File: config.mk
export PLATFORM = sky130hd
export DESIGN_NAME = mux_scanner
export DESIGN_NICKNAME = d
export VERILOG_FILES = /design/src/rtl/mux_scanner.sv
export SDC_FILE = /design/constraint.sdc
export NUM_CORES = 1
export LEC_CHECK = 0
export CORE_AREA = 2 2 39 41
export CTS_CLUSTER_SIZE = 16
export DETAILED_ROUTE_END_ITERATION = 10
export DIE_AREA = 0 0 41 43
export REMOVE_ABC_BUFFERS = 1
export SYNTH_ARGS = -nofsm -noshare
export SYNTH_HDL_FRONTEND = slang
export SYNTH_SLANG_ARGS = --single-unit
export TNS_END_PERCENT = 10
File: constraint.sdc
create_clock -name clk -period 2.06 [get_ports clk]
set_input_delay 0.412 -clock clk [delete_from_list [all_inputs] [get_ports clk]]
set_output_delay 0.412 -clock clk [all_outputs]
set_load 0.02 [all_outputs]
File: src/rtl/mux_scanner.sv
// -----------------------------------------------------------------------------
// mux_scanner
//
// N-channel data selector with a registered, flag-gated output. In manual
// mode the channel comes from `sel`. In scan mode the channel advances
// round-robin after DWELL enabled cycles on each channel. The active channel
// index is reported on cur_ch, and ch_tick pulses for one cycle whenever it
// changes.
//
// Optional build macro: SCAN_MASK_EN
//   When defined, the module gains a ch_mask input (1 = channel enabled).
//   - Scan advance skips disabled channels.
//   - An all-zero mask freezes scanning.
//   - Selecting a disabled channel forces valid_data to 0.
//   When undefined, every channel is treated as enabled.
//
// Ports:
//   clk        rising-edge system clock
//   rst        synchronous reset, active-high
//   data       CH_NUM*DATA_W channel bus, channel k at [k*DATA_W +: DATA_W]
//   sel        manual channel select
//   flag       output enable / scan run
//   scan       1 = auto-scan mode, 0 = manual mode
//   ch_mask    (SCAN_MASK_EN only) per-channel enable
//   valid_data registered selected data, 0 when gated off
//   cur_ch     registered active channel index
//   ch_tick    one-cycle pulse when cur_ch changes
// -----------------------------------------------------------------------------
module mux_scanner #(
    parameter int CH_NUM = 4,
    parameter int DATA_W = 1,
    parameter int SEL_W  = 2,
    parameter int DWELL  = 4
) (
    input  logic                     clk,
    input  logic                     rst,
    input  logic [CH_NUM*DATA_W-1:0] data,
    input  logic [SEL_W-1:0]         sel,
    input  logic                     flag,
    input  logic                     scan,
`ifdef SCAN_MASK_EN
    input  logic [CH_NUM-1:0]        ch_mask,
`endif
    output logic [DATA_W-1:0]        valid_data,
    output logic [SEL_W-1:0]         cur_ch,
    output logic                     ch_tick
);

    localparam int CNT_W = (DWELL > 1) ? $clog2(DWELL) : 1;
    localparam logic [CNT_W-1:0] CNT_LAST = CNT_W'(DWELL - 1);
    localparam logic [SEL_W:0]   CH_NUM_W = (SEL_W + 1)'(CH_NUM);

    typedef enum logic {
        MANUAL = 1'b0,
        SCAN   = 1'b1
    } mode_e;

    mode_e              mode;
    logic [CH_NUM-1:0]  ch_en;
    logic [DATA_W-1:0]  data_arr [CH_NUM];

    logic [SEL_W-1:0]   cur_ch_reg,     cur_ch_next;
    logic [CNT_W-1:0]   cnt_reg,        cnt_next;
    logic [DATA_W-1:0]  valid_data_reg, valid_data_next;
    logic               ch_tick_reg,    ch_tick_next;

    logic [SEL_W-1:0]   adv_ch;
    logic               adv_found;
    logic [SEL_W:0]     probe;

`ifdef SCAN_MASK_EN
    assign ch_en = ch_mask;
`else
    assign ch_en = '1;
`endif

    // Unpack the flat channel bus so the mux can be indexed by channel number.
    for (genvar gi = 0; gi < CH_NUM; gi++) begin : g_unpack
        assign data_arr[gi] = data[gi*DATA_W +: DATA_W];
    end

    // Nearest enabled channel above cur_ch, wrapping modulo CH_NUM.
    // If no other channel is enabled, the current channel is kept.
    always_comb begin
        adv_ch    = cur_ch_reg;
        adv_found = 1'b0;
        probe     = '0;
        for (int k = 1; k < CH_NUM; k++) begin
            probe = {1'b0, cur_ch_reg} + (SEL_W + 1)'(k);
            if (probe >= CH_NUM_W) begin
                probe = probe - CH_NUM_W;
            end
            if (!adv_found && ch_en[probe[SEL_W-1:0]]) begin
                adv_ch    = probe[SEL_W-1:0];
                adv_found = 1'b1;
            end
        end
    end

    // Mode takes effect on the same edge it is sampled.
    // The default dwell counter value of 0 means a scan entered from manual
    // mode gives the current channel a full DWELL.
    always_comb begin
        mode            = scan ? SCAN : MANUAL;
        cur_ch_next     = cur_ch_reg;
        cnt_next        = cnt_reg;
        valid_data_next = '0;
        ch_tick_next    = 1'b0;

        case (mode)
            MANUAL: begin
                cnt_next = '0;
                if ({1'b0, sel} < CH_NUM_W) begin
                    cur_ch_next = sel;
                end
            end
            SCAN: begin
                // An all-zero mask is treated like a pause. The hold below
                // also gates valid_data, since ch_en[cur_ch] is 0.
                if (flag && (ch_en != '0)) begin
                    if (cnt_reg == CNT_LAST) begin
                        cnt_next    = '0;
                        cur_ch_next = adv_ch;
                    end else begin
                        cnt_next = cnt_reg + CNT_W'(1);
                    end
                end
            end
            default: begin
                cnt_next = '0;
            end
        endcase

        // Output data is taken from the channel being loaded this edge, so
        // valid_data and cur_ch always refer to the same channel.
        if (flag && ch_en[cur_ch_next]) begin
            valid_data_next = data_arr[cur_ch_next];
        end
        ch_tick_next = (cur_ch_next != cur_ch_reg);
    end

    always_ff @(posedge clk) begin
        if (rst) begin
            cur_ch_reg     <= '0;
            cnt_reg        <= '0;
            valid_data_reg <= '0;
            ch_tick_reg    <= 1'b0;
        end else begin
            cur_ch_reg     <= cur_ch_next;
            cnt_reg        <= cnt_next;
            valid_data_reg <= valid_data_next;
            ch_tick_reg    <= ch_tick_next;
        end
    end

    assign valid_data = valid_data_reg;
    assign cur_ch     = cur_ch_reg;
    assign ch_tick    = ch_tick_reg;

endmodule
# --- Yosys cells after proc, flatten, opt, wreduce, memory -nomap -nowiden ---
# Cells that the tools add are included.
totals:
  register_bits: 6
  latchBits: 0
  ram_bits: 0
  romBits: 0
  in_bits: 10
  memories: 0
classes:
  add_sub_neg: 7
  mul: 0
  div: 0
  magnitude_cmp: 8
  n_eq_ne: 3
  shift: 0
  muxes: 26
  n_bitwise: 3
  n_reduce_logical: 6
ops:
  columns: ["operator", "n"]
  rows:
  - ["$mux W2", 10]
  - ["$ge A3 B3 Y1 const B", 4]
  - ["$lt A2 B3 Y1 const B", 4]
  - ["$bmux W1 S2", 5]
  - ["$mux W1", 9]
  - ["$pmux W2 S2", 2]
  - ["$add A2 B2 Y3 const B", 2]
  - ["$sub A2 B1 Y2 const B", 3]
  - ["$add A2 B1 Y3 const B", 1]
  - ["$logic_and A1 B1 Y1", 3]
  - ["$not A2 Y3", 1]
  - ["$add A2 B1 Y2 const B", 1]
  - ["$eq A2 B2 Y1 const B", 1]
  - ["$logic_not A1 Y1", 2]
  - ["$ne A2 B2 Y1", 1]
  - ["$ne A2 B2 Y1 const B", 1]
  - ["$not A1 Y1", 2]
  - ["$reduce_or A2 Y1", 1]

# --- Longest topological paths before layout ---
logic_depth:
  depth_word: 20
  mapped_depth: 5
  ltp_nobuf: 5

# --- Worst setup path before layout ---
# OpenSTA, ideal clock, no wires.
synth_path:
  kind: "input-to-reg"
  start: "input port flag"
  end: "register valid_data_reg, in the netlist valid_data"
  setup_time_ns: 0.103
  t_arrival_ns: 1.445
  slack_ns: 0.512
  cell_stages: 5
  path_cell_list: "buf_2 > and4b_1 > a2111oi_4 > a2111oi_1 > a2111oi_2"
synth_via:
  elab_chain_cells: 7
synth_lines:
  columns: ["element", "line_no", "source"]
  rows:
  - ["start, declared", "39", "input logic flag,"]
  - ["$mux W2", "120", "if (flag && (ch_en != '0)) begin"]
  - ["$pmux W2 S2", "110", "case (mode)"]
  - ["$bmux W1 S2", "136", "if (flag && ch_en[cur_ch_next]) begin"]
  - ["$mux W1 (implied by the code)", "136", null]
  - ["$logic_and A1 B1 Y1", "136", null]
  - ["$not A1 Y1 (no line)", null, null]
  - ["$reduce_or A2 Y1 (no line)", null, null]
  - ["end signal, assigned", "151", "valid_data_reg <= valid_data_next;"]
  - ["end, declared", "64", "logic [DATA_W-1:0] valid_data_reg, valid_data_next;"]
# Several ways; a longest one is shown, not always the timed one. The select of a mux whose other input is x is not followed.
# A chain may end at the register's enable or synchronous reset.

# --- Worst setup path in the final report ---
# Same ends and word-level chain as after synthesis.

==> flow_summary.html <==
<table>
<tr><th>Metric</th><th>Value</th></tr>
<tr><th colspan="2">Timing</th></tr>
<tr><td>Minimum clock period after layout</td><td>~1.8 ns</td></tr>
<tr><td>Aggregate negative setup slack</td><td>0 ns</td></tr>
<tr><td>Max transition margin</td><td>between 70 and 80%</td></tr>
<tr><td>Setup repair after global routing missed its margin</td><td>no</td></tr>
<tr><td>Worst Hold Slack</td><td>about 0.5 ns</td></tr>
<tr><td>Worst setup skew after layout</td><td>0.00632 ns</td></tr>
<tr><td>Setup Viol. Count Final</td><td>0</td></tr>
<tr><td>Number of pins exceeding their max-slew limit in the final report</td><td>0</td></tr>
<tr><td>Post-route clock period utilization</td><td>85.5%</td></tr>
<tr><td>Transition at the pin with the smallest max-transition slack</td><td>0.428 ns</td></tr>
<tr><td>Highest Clock Rate</td><td>about 570 MHz</td></tr>
<tr><td>Final hold violations</td><td>0</td></tr>
<tr><th colspan="2">Routing</th></tr>
<tr><td>Average wire per cell in the routed design</td><td>11.7 um</td></tr>
<tr><td>First-pass iteration count of the detailed router</td><td>3</td></tr>
<tr><td>Number of vias after detailed routing</td><td>about 360</td></tr>
<tr><td>DRC Markers</td><td>0</td></tr>
<tr><td>Starting DRT DRC Count</td><td>2</td></tr>
<tr><td>Final ANT Viol Nets</td><td>0</td></tr>
<tr><td>Detailed Route WL</td><td>between 800 and 900 um</td></tr>
<tr><td>Vias per cell</td><td>4.70</td></tr>
<tr><th colspan="2">Yosys</th></tr>
<tr><td>Warnings, synthesis</td><td>0</td></tr>
<tr><td>Predominant post-synthesis flop cell</td><td>sky130_fd_sc_hd__dfxtp_1</td></tr>
<tr><td>Synth Area in Compound Gates</td><td>25.6%</td></tr>
<tr><td>Combinational family with the most area after synthesis</td><td>compound AO/OA/AOI/OAI gates</td></tr>
<tr><td>Mapped Avg Cell Area</td><td>9.43 sq um</td></tr>
<tr><td>Share of cell area taken by muxes after synthesis</td><td>7.41%</td></tr>
<tr><td>Most frequent cells after synthesis</td><td>6 x sky130_fd_sc_hd__dfxtp_1, 4 x sky130_fd_sc_hd__inv_1, 3 x sky130_fd_sc_hd__mux2i_1, 3 x sky130_fd_sc_hd__nor2_1</td></tr>
<tr><td>Share of async-settable or async-resettable flops after synthesis</td><td>0%</td></tr>
<tr><td>Cell type with the largest total area after synthesis</td><td>sky130_fd_sc_hd__dfxtp_1</td></tr>
<tr><td>Cell count after synthesis</td><td>43</td></tr>
<tr><td>Register area share after synthesis</td><td>29.6%</td></tr>
<tr><td>Xor-xnor portion of the synthesized cell area</td><td>4.32%</td></tr>
<tr><td>Post-synthesis adder-cell area fraction</td><td>3.09%</td></tr>
<tr><td>Simple-Gate Fraction of Synth Area</td><td>between 20 and 25%</td></tr>
<tr><td>Synth Register Bits</td><td>6</td></tr>
<tr><td>Number of enable flip-flop cells after synthesis</td><td>0</td></tr>
<tr><td>Top-area cell type share of the netlist area</td><td>29.6%</td></tr>
<tr><td>Netlist area before placement</td><td>between 400 and 500 sq um</td></tr>
<tr><td>Count of cell types in the netlist</td><td>27</td></tr>
<tr><td>Leading post-synthesis cells by cell area</td><td>sky130_fd_sc_hd__dfxtp_1 30%, sky130_fd_sc_hd__mux2i_1 7.4%, sky130_fd_sc_hd__a2111oi_4 6.8%, sky130_fd_sc_hd__xor2_1 4.3%, sky130_fd_sc_hd__a2111oi_2 3.7%</td></tr>
<tr><td>Most frequently used cell type in the post-synthesis netlist</td><td>sky130_fd_sc_hd__dfxtp_1</td></tr>
<tr><th colspan="2">Power</th></tr>
<tr><td>Comb pwr share</td><td>25.6%</td></tr>
<tr><td>Pwr/cell area</td><td>537 nW/um^2</td></tr>
<tr><td>Int Pwr</td><td>~240 uW</td></tr>
<tr><td>Sequential share of power</td><td>between 40% and 50%</td></tr>
<tr><td>Switching Power</td><td>80.7 uW</td></tr>
<tr><td>Clk pwr share</td><td>33.9%</td></tr>
<tr><td>Switching Share</td><td>25.6%</td></tr>
<tr><td>Standby leakage power</td><td>0.000255 uW</td></tr>
<tr><td>Max rail drop VDD</td><td>403 uV</td></tr>
<tr><th colspan="2">Clock network</th></tr>
<tr><td>Post-CTS repair timing setup buffer count</td><td>0</td></tr>
<tr><td>CTS Sinks</td><td>6</td></tr>
<tr><td>Later-pin clock latency in the skew report</td><td>about 0.24 ns</td></tr>
<tr><td>Num CTS Buffers</td><td>3</td></tr>
<tr><td>Total of cells resized after clock tree synthesis</td><td>0</td></tr>
<tr><td>Buffer type at the clock tree root</td><td>sky130_fd_sc_hd__clkbuf_4</td></tr>
<tr><td>Clock tree from TritonCTS</td><td>done</td></tr>
<tr><td>Count of hold buffers inserted by post-cts repair</td><td>0</td></tr>
<tr><td>Clock transition at the registers of the reported paths</td><td>~0.050 ns</td></tr>
<tr><td>CTS HTree Levels</td><td>1</td></tr>
<tr><td>Maximum buffer depth of the clock tree</td><td>2</td></tr>
<tr><th colspan="2">Floorplan</th></tr>
<tr><td>Vertical extent of the die</td><td>43 um</td></tr>
<tr><td>Die span in x</td><td>around 41 um</td></tr>
<tr><td>Total die area</td><td>1760 sq um</td></tr>
<tr><td>Rows</td><td>14</td></tr>
<tr><td>Starting density of the core</td><td>between 20% and 30%</td></tr>
<tr><td>Boundary Pins</td><td>14</td></tr>
<tr><td>Standard cell core area</td><td>1380 sq um</td></tr>
<tr><th colspan="2">Global route</th></tr>
<tr><td>Maximum number of pins on one net before global-route repair</td><td>8</td></tr>
<tr><td>Wire length of the first global-routing pass</td><td>1480 um</td></tr>
<tr><td>Global route overflow</td><td>0</td></tr>
<tr><td>Vias in the first global route</td><td>353</td></tr>
<tr><td>Total routing usage reported by global routing</td><td>13.1%</td></tr>
<tr><td>Number of antenna violations at the first check in global routing</td><td>0</td></tr>
<tr><th colspan="2">Setup path</th></tr>
<tr><td>Cell chain of the critical path</td><td>clkdlybuf4s50_1 &gt; and4b_1 &gt; a2111oi_4 &gt; a2111oi_1 &gt; a2111oi_2</td></tr>
<tr><td>Endpoint type of the worst setup path</td><td>flip-flop</td></tr>
<tr><td>Stage delay of the slowest cell on the critical path</td><td>roughly 0.5 ns</td></tr>
<tr><td>Max FO, Critical Path</td><td>6</td></tr>
<tr><td>Arrival @ worst endpoint</td><td>1.91 ns</td></tr>
<tr><td>Kind of start point of the critical path</td><td>input pin</td></tr>
<tr><td>Start-to-end type of the worst setup path</td><td>in -&gt; reg</td></tr>
<tr><td>Crit path max-delay cell type</td><td>sky130_fd_sc_hd__clkdlybuf4s50_1</td></tr>
<tr><td>Required @ worst endpoint</td><td>~2.2 ns</td></tr>
<tr><th colspan="2">Finish</th></tr>
<tr><td>Final #Nets</td><td>73</td></tr>
<tr><td>Antenna diode count</td><td>0</td></tr>
<tr><td>Layout cell share with drive strength beyond 1</td><td>16.7%</td></tr>
<tr><td>Area Growth Syn to Fin</td><td>45.1%</td></tr>
<tr><td>Fill cell count</td><td>142</td></tr>
<tr><td>Multi-input gate area in the final layout</td><td>between 200 and 300 sq um</td></tr>
<tr><td>Storage element area</td><td>120 sq um</td></tr>
<tr><th colspan="2">Placed design</th></tr>
<tr><td>Last weighted congestion value of the routability-driven placer</td><td>0.663</td></tr>
<tr><td>DP HPWL</td><td>697 um</td></tr>
<tr><td>Count of input and output buffers</td><td>13</td></tr>
<tr><th colspan="2">Status</th></tr>
<tr><td>Result of the run</td><td>finished clean</td></tr>
<tr><th colspan="2">Min path</th></tr>
<tr><td>Min-delay worst type</td><td>reg -&gt; reg</td></tr>
<tr><th colspan="2">Run</th></tr>
<tr><td>Number of max-capacitance violations reported</td><td>0</td></tr>
</table>
==> cell usage in the layout (no fill, tap or decap), drive strengths merged, types with 3 or more instances in the layout <==
cell type and count:
clkdlybuf4s50 13, clkbuf 3, buf 3, mux2i 3, nor2 3, dfxtp 6, a2111oi 3, inv 4
==> metrics by stage <==
stage / area (sq um) / std cells / total power (uW) / util, % / setup slack, ns
6_report: 588 / 76 / 316 / 42.5 / 0.298
5_1_grt: 588 / 76 / 343 / 42.5 / 0.192
4_1_cts: 588 / 76 / 325 / 42.5 / 0.274
3_5_place_dp: 566 / 73 / 212 / 40.9 / 0.0369
3_3_place_gp: 566 / 73 / 211 / 40.9 / 0.0449
2_1_floorplan: 393 / 41 / 168 / - / 0.515
==> cells by family after synthesis <==
kind of cell	after synthesis
flops	6
compound gates	9
mux	3
xor+xnor	2
fa+ha+maj	1
buf+inv	6
simple gates	16
==> layout make-up <==
cell class	instances	share of cell area (%)
Clock buffer	3	3.83
Inverter	4	2.55
Timing Repair Buffer	16	26.0
Tap cell	16	3.40
Sequential cell	6	20.4
Multi-Input combinational cell	31	43.8
==> per-layer routing <==
metal | track usage, % | share of wire [%]
met5 | 0 | 0
met4 | 2.00 | 0
met3 | 9.42 | 5.5
met2 | 19.7 | 48
met1 | 14.9 | 46
==> path summary, 6_finish.rpt <==
kind | from | endpoint | slack (ns) | cells past startpoint
setup / recovery | flag | valid_data$_SDFF_PP0_ | 0.30 | 5
hold reg to reg | cnt_reg[1]$_SDFFE_PP0P_ | cnt_reg[1]$_SDFFE_PP0P_ | 0.50 | 2
hold / removal | cnt_reg[1]$_SDFFE_PP0P_ | cnt_reg[1]$_SDFFE_PP0P_ | 0.50 | 2
setup reg to reg | cnt_reg[0]$_SDFFE_PP0P_ | valid_data$_SDFF_PP0_ | 0.42 | 5
==> power by group through the flow <==
stage	Clock, uW	Combinational, uW	Sequential, uW
after detailed placement	0	81.5	130
after global routing	126	88.0	129
after floorplan	0	33.0	135
after CTS	115	82.2	128
final	107	80.9	128
after global placement	0	81.3	130
==> worst max-delay path, delay by kind of cell <==
family | cells | cell delay, ns
AOI/OAI and AO/OA | 3 | 0.72
and+or+nand+nor | 1 | 0.27
buffers and inverters | 1 | 0.51
Note: power is estimated with default switching activity, not from simulation.
